## src/rtl/decode_stage.sv

```systemverilog
// decode_stage: registered RV32I decode stage between the IF and EX pipeline
// registers. It decodes one instruction per beat, stalls fetch on load-use
// hazards against EX, and counts the stall cycles.
// Optional macro DECODE_M_EXT_EN: when defined, R-type funct7=0000001
// (M extension) decodes as a legal mul/div beat; otherwise it is illegal.
`timescale 1ns/1ps
module decode_stage #(
  parameter int XLEN        = 32,
  parameter int STALL_CNT_W = 16
) (
  input  logic                   clk,
  input  logic                   rst,
  input  logic                   in_valid,
  output logic                   in_ready,
  input  logic [31:0]            in_instr,
  input  logic [XLEN-1:0]        in_pc,
  input  logic                   flush,
  input  logic                   ex_mem_read,
  input  logic [4:0]             ex_rd,
  output logic                   out_valid,
  input  logic                   out_ready,
  output logic [XLEN-1:0]        out_pc,
  output logic [4:0]             out_rd,
  output logic [4:0]             out_rs1,
  output logic [4:0]             out_rs2,
  output logic [XLEN-1:0]        out_imm,
  output logic [3:0]             out_alu_op,
  output logic                   out_alu_src,
  output logic                   out_reg_write,
  output logic                   out_mem_read,
  output logic                   out_mem_write,
  output logic                   out_branch,
  output logic                   out_jump,
  output logic [1:0]             out_mem_size,
  output logic                   out_mem_unsigned,
  output logic [1:0]             out_result_src,
  output logic [2:0]             out_funct3,
  output logic                   out_illegal,
  output logic                   out_muldiv,
  output logic [2:0]             out_muldiv_op,
  output logic [STALL_CNT_W-1:0] stall_cycles
);

  localparam logic [6:0] OPC_LUI    = 7'b0110111;
  localparam logic [6:0] OPC_AUIPC  = 7'b0010111;
  localparam logic [6:0] OPC_JAL    = 7'b1101111;
  localparam logic [6:0] OPC_JALR   = 7'b1100111;
  localparam logic [6:0] OPC_BRANCH = 7'b1100011;
  localparam logic [6:0] OPC_LOAD   = 7'b0000011;
  localparam logic [6:0] OPC_STORE  = 7'b0100011;
  localparam logic [6:0] OPC_OPIMM  = 7'b0010011;
  localparam logic [6:0] OPC_OP     = 7'b0110011;

  localparam logic [3:0] ALU_ADD  = 4'b0000;
  localparam logic [3:0] ALU_SUB  = 4'b1000;
  localparam logic [3:0] ALU_SRA  = 4'b1101;
  localparam logic [3:0] ALU_PASS = 4'b1001;

  localparam logic [1:0] MEM_WORD = 2'b10;
  localparam logic [1:0] RES_ALU  = 2'b00;
  localparam logic [1:0] RES_MEM  = 2'b01;
  localparam logic [1:0] RES_PC4  = 2'b10;

  typedef struct packed {
    logic [XLEN-1:0] pc;
    logic [4:0]      rd;
    logic [4:0]      rs1;
    logic [4:0]      rs2;
    logic [XLEN-1:0] imm;
    logic [3:0]      alu_op;
    logic            alu_src;
    logic            reg_write;
    logic            mem_read;
    logic            mem_write;
    logic            branch;
    logic            jump;
    logic [1:0]      mem_size;
    logic            mem_unsigned;
    logic [1:0]      result_src;
    logic [2:0]      funct3;
    logic            illegal;
    logic            muldiv;
    logic [2:0]      muldiv_op;
  } dec_t;

  logic [6:0] opcode;
  logic [2:0] funct3;
  logic [6:0] funct7;
  logic [4:0] rs1;
  logic [4:0] rs2;

  assign opcode = in_instr[6:0];
  assign funct3 = in_instr[14:12];
  assign funct7 = in_instr[31:25];
  assign rs1    = in_instr[19:15];
  assign rs2    = in_instr[24:20];

  logic [XLEN-1:0] imm_i, imm_s, imm_b, imm_u, imm_j;

  assign imm_i = XLEN'($signed(in_instr[31:20]));
  assign imm_s = XLEN'($signed({in_instr[31:25], in_instr[11:7]}));
  assign imm_b = XLEN'($signed({in_instr[31], in_instr[7], in_instr[30:25],
                                 in_instr[11:8], 1'b0}));
  assign imm_u = XLEN'($signed({in_instr[31:12], 12'b0}));
  assign imm_j = XLEN'($signed({in_instr[31], in_instr[19:12], in_instr[20],
                                 in_instr[30:21], 1'b0}));

  dec_t dec;
  logic uses_rs1;
  logic uses_rs2;

  // Decode the incoming instruction word into the payload that will be registered.
  always_comb begin
    dec          = '0;
    dec.pc       = in_pc;
    dec.rd       = in_instr[11:7];
    dec.rs1      = rs1;
    dec.rs2      = rs2;
    dec.funct3   = funct3;
    dec.alu_op   = ALU_ADD;
    dec.mem_size = MEM_WORD;
    uses_rs1     = 1'b0;
    uses_rs2     = 1'b0;
    case (opcode)
      OPC_LUI: begin
        dec.imm       = imm_u;
        dec.alu_op    = ALU_PASS;
        dec.alu_src   = 1'b1;
        dec.reg_write = 1'b1;
      end
      OPC_AUIPC: begin
        dec.imm       = imm_u;
        dec.alu_src   = 1'b1;
        dec.reg_write = 1'b1;
      end
      OPC_JAL: begin
        dec.imm        = imm_j;
        dec.alu_src    = 1'b1;
        dec.jump       = 1'b1;
        dec.reg_write  = 1'b1;
        dec.result_src = RES_PC4;
      end
      OPC_JALR: begin
        uses_rs1       = 1'b1;
        dec.imm        = imm_i;
        dec.alu_src    = 1'b1;
        dec.jump       = 1'b1;
        dec.reg_write  = 1'b1;
        dec.result_src = RES_PC4;
        dec.illegal    = (funct3 != 3'b000);
      end
      OPC_BRANCH: begin
        uses_rs1    = 1'b1;
        uses_rs2    = 1'b1;
        dec.imm     = imm_b;
        dec.alu_op  = ALU_SUB;
        dec.branch  = 1'b1;
        dec.illegal = (funct3 == 3'b010) || (funct3 == 3'b011);
      end
      OPC_LOAD: begin
        uses_rs1         = 1'b1;
        dec.imm          = imm_i;
        dec.alu_src      = 1'b1;
        dec.mem_read     = 1'b1;
        dec.reg_write    = 1'b1;
        dec.result_src   = RES_MEM;
        dec.mem_size     = funct3[1:0];
        dec.mem_unsigned = funct3[2];
        dec.illegal      = (funct3 == 3'b011) || (funct3 == 3'b110) || (funct3 == 3'b111);
      end
      OPC_STORE: begin
        uses_rs1      = 1'b1;
        uses_rs2      = 1'b1;
        dec.imm       = imm_s;
        dec.alu_src   = 1'b1;
        dec.mem_write = 1'b1;
        dec.mem_size  = funct3[1:0];
        dec.illegal   = (funct3 > 3'b010);
      end
      OPC_OPIMM: begin
        uses_rs1      = 1'b1;
        dec.imm       = imm_i;
        dec.alu_src   = 1'b1;
        dec.reg_write = 1'b1;
        dec.alu_op    = {1'b0, funct3};
        if (funct3 == 3'b001) begin
          dec.illegal = (funct7 != 7'b0000000);
        end else if (funct3 == 3'b101) begin
          if (funct7 == 7'b0100000) begin
            dec.alu_op = ALU_SRA;
          end else if (funct7 != 7'b0000000) begin
            dec.illegal = 1'b1;
          end
        end
      end
      OPC_OP: begin
        uses_rs1      = 1'b1;
        uses_rs2      = 1'b1;
        dec.reg_write = 1'b1;
        if (funct7 == 7'b0000000) begin
          dec.alu_op = {1'b0, funct3};
        end else if (funct7 == 7'b0100000 && (funct3 == 3'b000 || funct3 == 3'b101)) begin
          dec.alu_op = {1'b1, funct3};
`ifdef DECODE_M_EXT_EN
        end else if (funct7 == 7'b0000001) begin
          dec.muldiv    = 1'b1;
          dec.muldiv_op = funct3;
          dec.alu_op    = ALU_ADD;
`endif
        end else begin
          dec.illegal = 1'b1;
        end
      end
      default: dec.illegal = 1'b1;
    endcase
    // An illegal beat still travels down the pipe but must not cause side effects.
    if (dec.illegal) begin
      dec.reg_write = 1'b0;
      dec.mem_read  = 1'b0;
      dec.mem_write = 1'b0;
      dec.branch    = 1'b0;
      dec.jump      = 1'b0;
      dec.muldiv    = 1'b0;
    end
  end

  logic                   out_valid_q, out_valid_d;
  dec_t                   payload_q, payload_d;
  logic [STALL_CNT_W-1:0] stall_cycles_q, stall_cycles_d;
  logic                   hazard;
  logic                   out_free;
  logic                   accept;

  assign hazard = in_valid & ex_mem_read & (ex_rd != 5'd0) &
                  (((ex_rd == rs1) & uses_rs1) | ((ex_rd == rs2) & uses_rs2));
  assign out_free = ~out_valid_q | out_ready;
  assign in_ready = out_free & ~hazard & ~flush;
  assign accept   = in_valid & in_ready;

  // Next-state for the output slot and the stall counter; flush beats everything.
  always_comb begin
    out_valid_d    = out_valid_q;
    payload_d      = payload_q;
    stall_cycles_d = stall_cycles_q;
    if (flush) begin
      out_valid_d = 1'b0;
    end else if (out_free) begin
      out_valid_d = in_valid & ~hazard;
    end
    if (accept) begin
      payload_d = dec;
    end
    if (hazard && !flush && !(&stall_cycles_q)) begin
      stall_cycles_d = stall_cycles_q + STALL_CNT_W'(1);
    end
  end

  // Output register and stall counter, cleared asynchronously.
  always_ff @(posedge clk or posedge rst) begin
    if (rst) begin
      out_valid_q        <= 1'b0;
      payload_q          <= '0;
      payload_q.mem_size <= MEM_WORD;
      payload_q.alu_op   <= ALU_ADD;
      stall_cycles_q     <= '0;
    end else begin
      out_valid_q    <= out_valid_d;
      payload_q      <= payload_d;
      stall_cycles_q <= stall_cycles_d;
    end
  end

  assign out_valid        = out_valid_q;
  assign out_pc           = payload_q.pc;
  assign out_rd           = payload_q.rd;
  assign out_rs1          = payload_q.rs1;
  assign out_rs2          = payload_q.rs2;
  assign out_imm          = payload_q.imm;
  assign out_alu_op       = payload_q.alu_op;
  assign out_alu_src      = payload_q.alu_src;
  assign out_reg_write    = payload_q.reg_write;
  assign out_mem_read     = payload_q.mem_read;
  assign out_mem_write    = payload_q.mem_write;
  assign out_branch       = payload_q.branch;
  assign out_jump         = payload_q.jump;
  assign out_mem_size     = payload_q.mem_size;
  assign out_mem_unsigned = payload_q.mem_unsigned;
  assign out_result_src   = payload_q.result_src;
  assign out_funct3       = payload_q.funct3;
  assign out_illegal      = payload_q.illegal;
  assign out_muldiv       = payload_q.muldiv;
  assign out_muldiv_op    = payload_q.muldiv_op;
  assign stall_cycles     = stall_cycles_q;

endmodule

```

## config.mk

```make
export PLATFORM = sky130hd
export DESIGN_NAME = decode_stage
export DESIGN_NICKNAME = d
export VERILOG_FILES = /design/src/rtl/decode_stage.sv
export SDC_FILE = /design/constraint.sdc
export NUM_CORES = 1
export LEC_CHECK = 0
export CAP_MARGIN = 40
export CORE_ASPECT_RATIO = 1.25
export CORE_UTILIZATION = 48
export DETAILED_ROUTE_END_ITERATION = 7
export HOLD_SLACK_MARGIN = 0.12
export PLACE_DENSITY = 0.81
export SLEW_MARGIN = 20
export SYNTH_ARGS = -nofsm -noshare
export SYNTH_HDL_FRONTEND = slang
export SYNTH_SLANG_ARGS = --single-unit
```

## constraint.sdc

```tcl
create_clock -name clk -period 7.2 [get_ports clk]
set_input_delay 1.08 -clock clk [delete_from_list [all_inputs] [get_ports clk]]
set_output_delay 1.08 -clock clk [all_outputs]
set_load 0.01 [all_outputs]
```

==> Word level (Yosys, flattened, before mapping) <==
Index checks and enable logic that the tools add are counted.
Widths: inputs -> output; s select.
{ "op_classes": {"addsub": 1, "order_cmp": 1, "n_eq_ne": 18, "muxes": 28, "bitwise_logic": 14, "reduce_logical": 25} }
{ "ops": {"columns": ["op", "n"], "rows": [
  ["$pmux 32 s5", 1],
  ["$eq 7x6->1 const B", 4],
  ["$eq 7x7->1 const B", 3],
  ["$mux 4", 5],
  ["$mux 1", 17],
  ["$add 16x1->16 const B", 1],
  ["$pmux 4 s4", 1],
  ["$reduce_and 16->1", 1],
  ["$eq 7x5->1 const B", 2],
  ["$reduce_or 7->1", 2],
  ["$eq 5x5->1", 2],
  ["$and 1x1->1", 9],
  ["$eq 3x3->1 const B", 3],
  ["$reduce_or 3->1", 3],
  ["$eq 7x2->1 const B", 1],
  ["$logic_not 7->1", 1],
  ["$pmux 1 s7", 1],
  ["$reduce_bool 7->1", 1],
  ["$eq 3x2->1 const B", 2],
  ["$reduce_or 2->1", 3],
  ["$reduce_or 6->1", 1],
  ["$mux 5", 1],
  ["$reduce_bool 5->1", 1],
  ["$logic_or 1x1->1", 4],
  ["11 further kinds", 17]
]} }
{ "word_totals": {"ff_bits": 115, "in_bits": 75, "out_inout_bits": 120, "elab_cells": 106} }

==> Longest topological paths before layout <==
Gate-level depths: netlist of run 1.
{ "logic_depth": {"depth_word": 10, "depth_mapped": 10, "depth_no_buf": 6} }

==> Worst setup path after synthesis of run 1 <==
No wires, ideal clock.
{ "synth_timing": {"kind": "input port to output port", "start": "input port ex_rd[1]", "end": "output port in_ready", "arrival_time_ns": 2.302, "required_ns": 6.120, "path_slack_ns": 3.818, "cell_stages": 4, "n_path_buf": 0, "path_cell_list": "or4_1 o211ai_2 nor2_1 nor3_1"} }
{ "synth_between": {"elab_chain_len": 7} }
{ "synth_lines": {"columns": ["element", "line", "text"], "rows": [
  ["start: declaration", "19", "input logic [4:0] ex_rd,"],
  ["$eq 5x5->1", "235", "(((ex_rd == rs1) & uses_rs1) | ((ex_rd == rs2) & uses_rs2));"],
  ["$and 1x1->1", "235", null],
  ["$or 1x1->1", "235", null],
  ["$and 1x1->1 (*)", "234", "assign hazard = in_valid & ex_mem_read & (ex_rd != 5'd0) &"],
  ["$not 1->1 (*)", "237", "assign in_ready = out_free & ~hazard & ~flush;"],
  ["$and 1x1->1 (*) (2 in a row)", "237", null],
  ["end: declaration", "14", "output logic in_ready,"]
]} }
Every way passes the cells marked *; elsewhere a longest branch is shown, timed or not.

==> Worst setup path after layout of run 1 <==
{ "layout_timing": {"start": "input port in_instr[5]", "end": "output port in_ready"} }
{ "layout_between": {"elab_chain_len": 9} }
{ "layout_lines": {"columns": ["element", "line", "text"], "rows": [
  ["start: declaration", "15", "input logic [31:0] in_instr,"],
  ["$eq 7x6->1 (tied with other cells)", "124", "case (opcode)"],
  ["$reduce_or 6->1 (no source line) or $reduce_or 3->1 (tied branches)", null, null],
  ["$mux 1", "124", null],
  ["$and 1x1->1", "235", null],
  ["$or 1x1->1 (*)", "235", null],
  ["$and 1x1->1 (*)", "234", null],
  ["$not 1->1 (*)", "237", null],
  ["$and 1x1->1 (*) (2 in a row)", "237", null]
]} }
Marks and branches as above.

==> results of run 1 <==
[report_power, final]
part / switching (mW) / internal [mW] / total [mW] / leakage [nW]
Sequential: 0.0293 / 0.701 / 0.731 / 1.51
Combinational: 0.149 / 0.164 / 0.313 / 1.74
Clock: 0.309 / 0.478 / 0.787 / 0.264
Total: 0.487 / 1.34 / 1.83 / 3.51
[critical path, stage by stage]
cell and delay [ns]:
clkdlybuf4s50_1 0.74, and3b_1 0.39, o211ai_1 0.20, o22a_2 0.27, nor2_1 0.09, nor3_1 0.16, clkdlybuf4s50_1 0.57
[path summary, 6_finish.rpt]
kind	start	to	slack (ns)	cells past startpoint
max	in_instr[5]	in_ready	2.60	7
min	out_mem_size[1]	out_mem_size[1]	0.46	2
max reg2reg	out_valid	out_illegal	4.79	6
min reg2reg	out_mem_size[1]	out_mem_size[1]	0.46	2
max in group asynchronous	rst	out_mem_size[1]	4.96	4
min in group asynchronous	rst	out_pc[31]	1.06	2
[routing by layer]
| metal | track usage | wire length (µm) | up-vias |
|---|---|---|---|
| li1 | - | - | 2355 |
| met1 | 0.350 | 6160 | 2349 |
| met2 | 0.436 | 7250 | 204 |
| met3 | 0.0805 | 1140 | 23 |
| met4 | 0.102 | 306 | 0 |
| met5 | 0 | 0 | - |
[cells in the final DEF, fill, tap and decap left out, types with 3 or more instances in the layout]
cell and instances:
and3_1 3, nand3b_1 3, clkdlybuf4s50_1 190, dfrtp_1 114, clkbuf_16 17, a221oi_1 6, nor3_1 7, nand2b_1 7
a21oi_1 28, and2_1 3, o21ai_0 34, inv_1 5, nand4_1 10, clkinv_4 3, nand2_1 229, buf_4 4
xnor2_1 23, inv_6 4, nand3_1 20, clkinvlp_4 4, nor2_1 26, conb_1 4, and4_1 3
[through the flow]
step / area [µm²] / worst slack (ns) / hold slack, ns / total power, mW / std cells
after floorplan: 5320 / 3.08 / 0.460 / 0.865 / 605
after global placement: 7220 / 2.65 / 0.444 / 1.04 / 891
after detailed placement: 7240 / 2.59 / 0.452 / 1.05 / 892
after CTS: 7800 / 2.63 / 0.460 / 1.84 / 924
after global routing: 7830 / 2.36 / 0.477 / 1.91 / 925
final: 7830 / 2.60 / 0.461 / 1.83 / 925
[area by class of cell]
| class | count | area, µm² |
|---|---|---|
| Clock buffer | 18 | 429 |
| Clock inverter | 14 | 131 |
| Fill cell | 803 | 2840 |
| Inverter | 6 | 25.0 |
| Multi-Input combinational cell | 444 | 2220 |
| Sequential cell | 115 | 2880 |
| Tap cell | 132 | 165 |
| Timing Repair Buffer | 196 | 1980 |
[registers in the layout, indices dropped and copies added (netlist names), 2 cells and up]
signal and cells:
out_pc 32, out_result_src 2, out_funct3 3, out_alu_op 4
out_rs2 5, stall_cycles 16, out_rd 5, out_imm 32
out_mem_size 2, out_rs1 5
[cell families (layout without fill, tap and decap cells)]
group,count (synthesis),in the layout,share of synthesized area
fa+ha+maj,1,1,0.00235
mux,1,1,0.00212
simple gates,324,324,0.264
compound gates,89,89,0.105
other cells,1,4,0.000706
xor+xnor,25,25,0.0412
flops,115,115,0.542
buf+inv,46,234,0.0429
==> results.sh, run 1 <==
export IMPL_first_iter_violations=315
export IMPL_tightest_slew_ns=0.812
export IMPL_ys_async_sr_fraction=1.00
export IMPL_synth_commonest_cells="nand2_1 (229), dfrtp_1 (114), o21ai_0 (34)"
export IMPL_root_buffer="clkbuf_16"
export IMPL_initial_core_util=0.498
export IMPL_cts_sinks=115
export IMPL_grt_pass1_vias=4795
export IMPL_rsz0062_at_grt="no"
export IMPL_syn_avg_cell_area_um2=8.82
export IMPL_routed_wl_um=14900
export IMPL_synth_top_area_cell="dfrtp_1"
export IMPL_drv_slew=0
export IMPL_grt_pass1_wl_um=24000
export IMPL_dp_hpwl_um=10600
export IMPL_synth_top_flop_cell="dfrtp_1"
export IMPL_synth_most_common_cell="nand2_1"
export IMPL_synth_seq_cells=115
export IMPL_track_usage=0.274
export IMPL_worstSetupPathType="in2out"
export IMPL_clk_pin_slew_ns=0.05
export IMPL_cts_max_path_buffers=2
export IMPL_routedWlPerCell_um=16.1
export IMPL_syn_inst=602
export IMPL_antenna_cells=0
export IMPL_hold_viol=0
export IMPL_min_period_ns=4.60
export IMPL_grt_max_degree=96
export IMPL_ys_seq_area_frac=0.542
export IMPL_drcViolationCount=0
export IMPL_cp_max_fo=18
export IMPL_first_pass_iters=5
export IMPL_via_per_inst=5.33
export IMPL_setup_viol=0
export IMPL_peakVddDrop_mv=0.184
export IMPL_hold_class="reg2reg"
export IMPL_rows=42
export IMPL_timing_slew_headroom=0.455
export IMPL_grt_overflow_total=0
export IMPL_cts_htree_levels=4
export IMPL_antenna_found_initial=0
export IMPL_post_route_period_util=0.639
export IMPL_fp_dieH_um=120
export IMPL_ant_nets=0
export IMPL_cts_hold_buf=0
export IMPL_netlist_area_mm2=0.00531
export IMPL_areaGrowthSynthToFinish_pct=47.3
export IMPL_synth_area_top_cells="dfrtp_1 (54%), nand2_1 (16%), xnor2_1 (3.8%)"
export IMPL_vias=4931
export IMPL_drive_gt1_frac=0.0605
export IMPL_yosysWarnings=0
export IMPL_worst_setup_path_end_kind="primary output"
export IMPL_status="finished, final reports clean"
export IMPL_fin_nets=856
export IMPL_synthDistinctLibCells=53
export IMPL_routabilityCongestion=0.878
export IMPL_cts_made_buffers=17
export IMPL_cts_resized=0
export IMPL_synth_top_cell_area_share=0.537
export IMPL_tns_ns=0
export IMPL_coreArea_mm2=0.0107
export IMPL_crit_arrival_ns=3.52
export IMPL_synth_edff_count=0
export IMPL_die_w_um=96.1
export IMPL_timing_fmax_mhz=217
export IMPL_required_ns=6.12
export IMPL_cap_violations=0
export IMPL_insertion_delay_ns=0.41
export IMPL_p_leak_nw=3.51
export IMPL_finClkSkew_ns=0.00311
export IMPL_tritoncts="yes"
export IMPL_crit_path_start_kind="primary input"
export IMPL_p_per_area_mw_per_mm2=234
export IMPL_io_buffers=190
export IMPL_dieArea_mm2=0.0115
export IMPL_ios=195
export IMPL_post_cts_buffers=0
export IMPL_finish_utilization=0.734
(Power assumes the default switching activity.)
==> inputs of run 2 (changes only) <==
--- a/config.mk
+++ b/config.mk
@@ -7,10 +7,10 @@
 export LEC_CHECK = 0
 export CAP_MARGIN = 40
 export CORE_ASPECT_RATIO = 1.25
-export CORE_UTILIZATION = 48
+export CORE_UTILIZATION = 45
 export DETAILED_ROUTE_END_ITERATION = 7
 export HOLD_SLACK_MARGIN = 0.12
-export PLACE_DENSITY = 0.81
+export PLACE_DENSITY = 0.77
 export SLEW_MARGIN = 20
 export SYNTH_ARGS = -nofsm -noshare
 export SYNTH_HDL_FRONTEND = slang
==> constraint.sdc (replaced) <==
create_clock -name clk -period 4.35 [get_ports clk]
set_input_delay 0.6525 -clock clk [delete_from_list [all_inputs] [get_ports clk]]
set_output_delay 0.6525 -clock clk [all_outputs]
set_load 0.01 [all_outputs]
==> run 2 against run 1 <==
Against the previous run:
- combinational power rose by 66%
- power rose by 75%
- clock-buffer cell count rose by 5
- worst setup slack got worse by 1.9 ns
- critical path depth rose by 1
- global-route usage fell by 1.9 points
- clock skew rose by 0.0044 ns
- largest cell class unchanged
==> results.sh, run 2 (synthesis results as in run 1) <==
export IMPL_insertion_delay_ns=0.42
export IMPL_dp_hpwl_um=10800
export IMPL_status="finished, final reports clean"
export IMPL_via_per_inst=5.26
export IMPL_finalHoldWorstSlack_ns=0.465
export IMPL_finClkSkew_ns=0.00753
export IMPL_cp_max_fo=11
export IMPL_antenna_cells=0
export IMPL_grt_pass1_wl_um=24100
export IMPL_antenna_found_initial=0
export IMPL_cts_sinks=115
export IMPL_cts_made_buffers=17
export IMPL_cts_htree_levels=4
export IMPL_pwr_share_clk=0.460
export IMPL_grt_max_degree=96
export IMPL_setup_viol=0
export IMPL_min_period_ns=3.60
export IMPL_peakVddDrop_mv=0.263
export IMPL_power_frac_comb=0.162
export IMPL_fin_nets=859
export IMPL_startpoint="in_instr[5]"
export IMPL_hold_viol=0
export IMPL_coreArea_mm2=0.0116
export IMPL_tritoncts="yes"
export IMPL_fill_cells=927
export IMPL_tns_ns=0
export IMPL_root_buffer="clkbuf_16"
export IMPL_crit_path_start_kind="primary input"
export IMPL_die_w_um=99.2
export IMPL_fp_dieH_um=123
export IMPL_p_leak_nw=3.57
export IMPL_cts_resized=0
export IMPL_worstSetupPathType="in2out"
export IMPL_layout_common_cells="nand2_1 (229), clkdlybuf4s50_1 (190), dfrtp_1 (114), o21ai_0 (34), a21oi_1 (28)"
export IMPL_rsz0062_at_grt="no"
export IMPL_required_ns=3.70
export IMPL_worst_setup_path_end_kind="primary output"
export IMPL_drcViolationCount=0
export IMPL_tightest_slew_ns=0.773
export IMPL_first_pass_iters=5
export IMPL_vias=4915
export IMPL_p_per_area_mw_per_mm2=405
export IMPL_routed_wl_um=15000
export IMPL_routedWlPerCell_um=16.1
export IMPL_grt_overflow_total=0
export IMPL_timing_fmax_mhz=278
export IMPL_cap_violations=0
export IMPL_timing_slew_headroom=0.481
export IMPL_multi_input_area_mm2=0.00222
export IMPL_initial_core_util=0.460
export IMPL_drv_slew=0
export IMPL_regArea_mm2=0.00288
export IMPL_cts_max_path_buffers=2
export IMPL_internal_power_mw=2.44
export IMPL_cts_hold_buf=0
export IMPL_hold_class="reg2reg"
export IMPL_io_buffers=190
export IMPL_p_switching_uw=771
export IMPL_areaGrowthSynthToFinish_pct=49.2
export IMPL_pwr_share_seq=0.378
export IMPL_dieArea_mm2=0.0122
export IMPL_clk_pin_slew_ns=0.05
export IMPL_grt_pass1_vias=4827
export IMPL_ios=195
export IMPL_first_iter_violations=286
export IMPL_final_common_cell="nand2_1"
export IMPL_reg2reg_from="stall_cycles[6]"
export IMPL_post_route_period_util=0.828
export IMPL_drive_gt1_frac=0.0616
export IMPL_routabilityCongestion=0.851
export IMPL_post_cts_buffers=0
export IMPL_track_usage=0.255
export IMPL_crit_arrival_ns=2.95
export IMPL_hp_start="out_imm[8]"
export IMPL_ant_nets=0
export IMPL_swShare=0.241
export IMPL_rows=44
## run 2: cell count changes in the layout (fill, tap and decap cells not counted)
cell,change
clkbuf_1,+2
inv_6,-4
clkinvlp_4,-3
clkinv_2,+1
clkinv_4,-2
buf_4,+3
bufinv_16,+3
clkbuf_8,+3
## run 2: path summary, 6_finish.rpt
kind	endpoint	slack, ns	cells past startpoint
worst max-delay path	in_ready	0.75	8
worst min-delay path	out_imm[8]	0.47	2
worst max register to register	stall_cycles[1]	2.31	5
worst min register to register	out_imm[8]	0.47	2
max in group asynchronous	out_mem_size[1]	2.80	4
min in group asynchronous	out_pc[30]	0.55	2
## run 2: area by class of cell
| class | instances | area share |
|---|---|---|
| Clock inverter | 9 | 0.0191 |
| Multi-Input combinational cell | 444 | 0.280 |
| Clock buffer | 23 | 0.0603 |
| Timing Repair Buffer | 199 | 0.253 |
| Inverter | 6 | 0.00316 |
| Sequential cell | 115 | 0.363 |
| Tap cell | 138 | 0.0218 |
## run 2: layer usage
| layer | global-route usage | up-vias | wire length, µm |
|---|---|---|---|
| met3 | 0.0622 | 36 | 825 |
| met4 | 0.129 | 0 | 430 |
| met2 | 0.410 | 178 | 7300 |
| met5 | 0 | - | 0 |
| li1 | - | 2349 | - |
| met1 | 0.323 | 2352 | 6440 |
## run 2: worst max-delay path, stage by stage
cell and delay, ns:
clkdlybuf4s50_1 0.65, buf_4 0.23, a21boi_0 0.26, nand4_1 0.12
o22a_2 0.28, nor2_1 0.17, nor3_1 0.07, clkdlybuf4s50_1 0.51
## run 2: power by group through the flow
stage | logic, mW | registers [mW] | clock network, mW
detailed placement | 0.522 | 1.23 | 0
global placement | 0.510 | 1.22 | 0
floorplan | 0.164 | 1.27 | 0
CTS | 0.524 | 1.21 | 1.50
global route | 0.564 | 1.22 | 1.55
finish | 0.519 | 1.21 | 1.48
## run 2: metrics by stage
step / power, mW / cell area [µm²] / worst slack [ns] / util / cells
finish: 3.21 / 7930 / 0.748 / 0.685 / 934
floorplan: 1.43 / 5320 / 0.655 / - / 605
global route: 3.34 / 7930 / 0.584 / 0.685 / 934
CTS: 3.23 / 7930 / 0.737 / 0.685 / 934
global placement: 1.73 / 7270 / 0.775 / 0.629 / 901
detailed placement: 1.75 / 7300 / 0.741 / 0.631 / 902
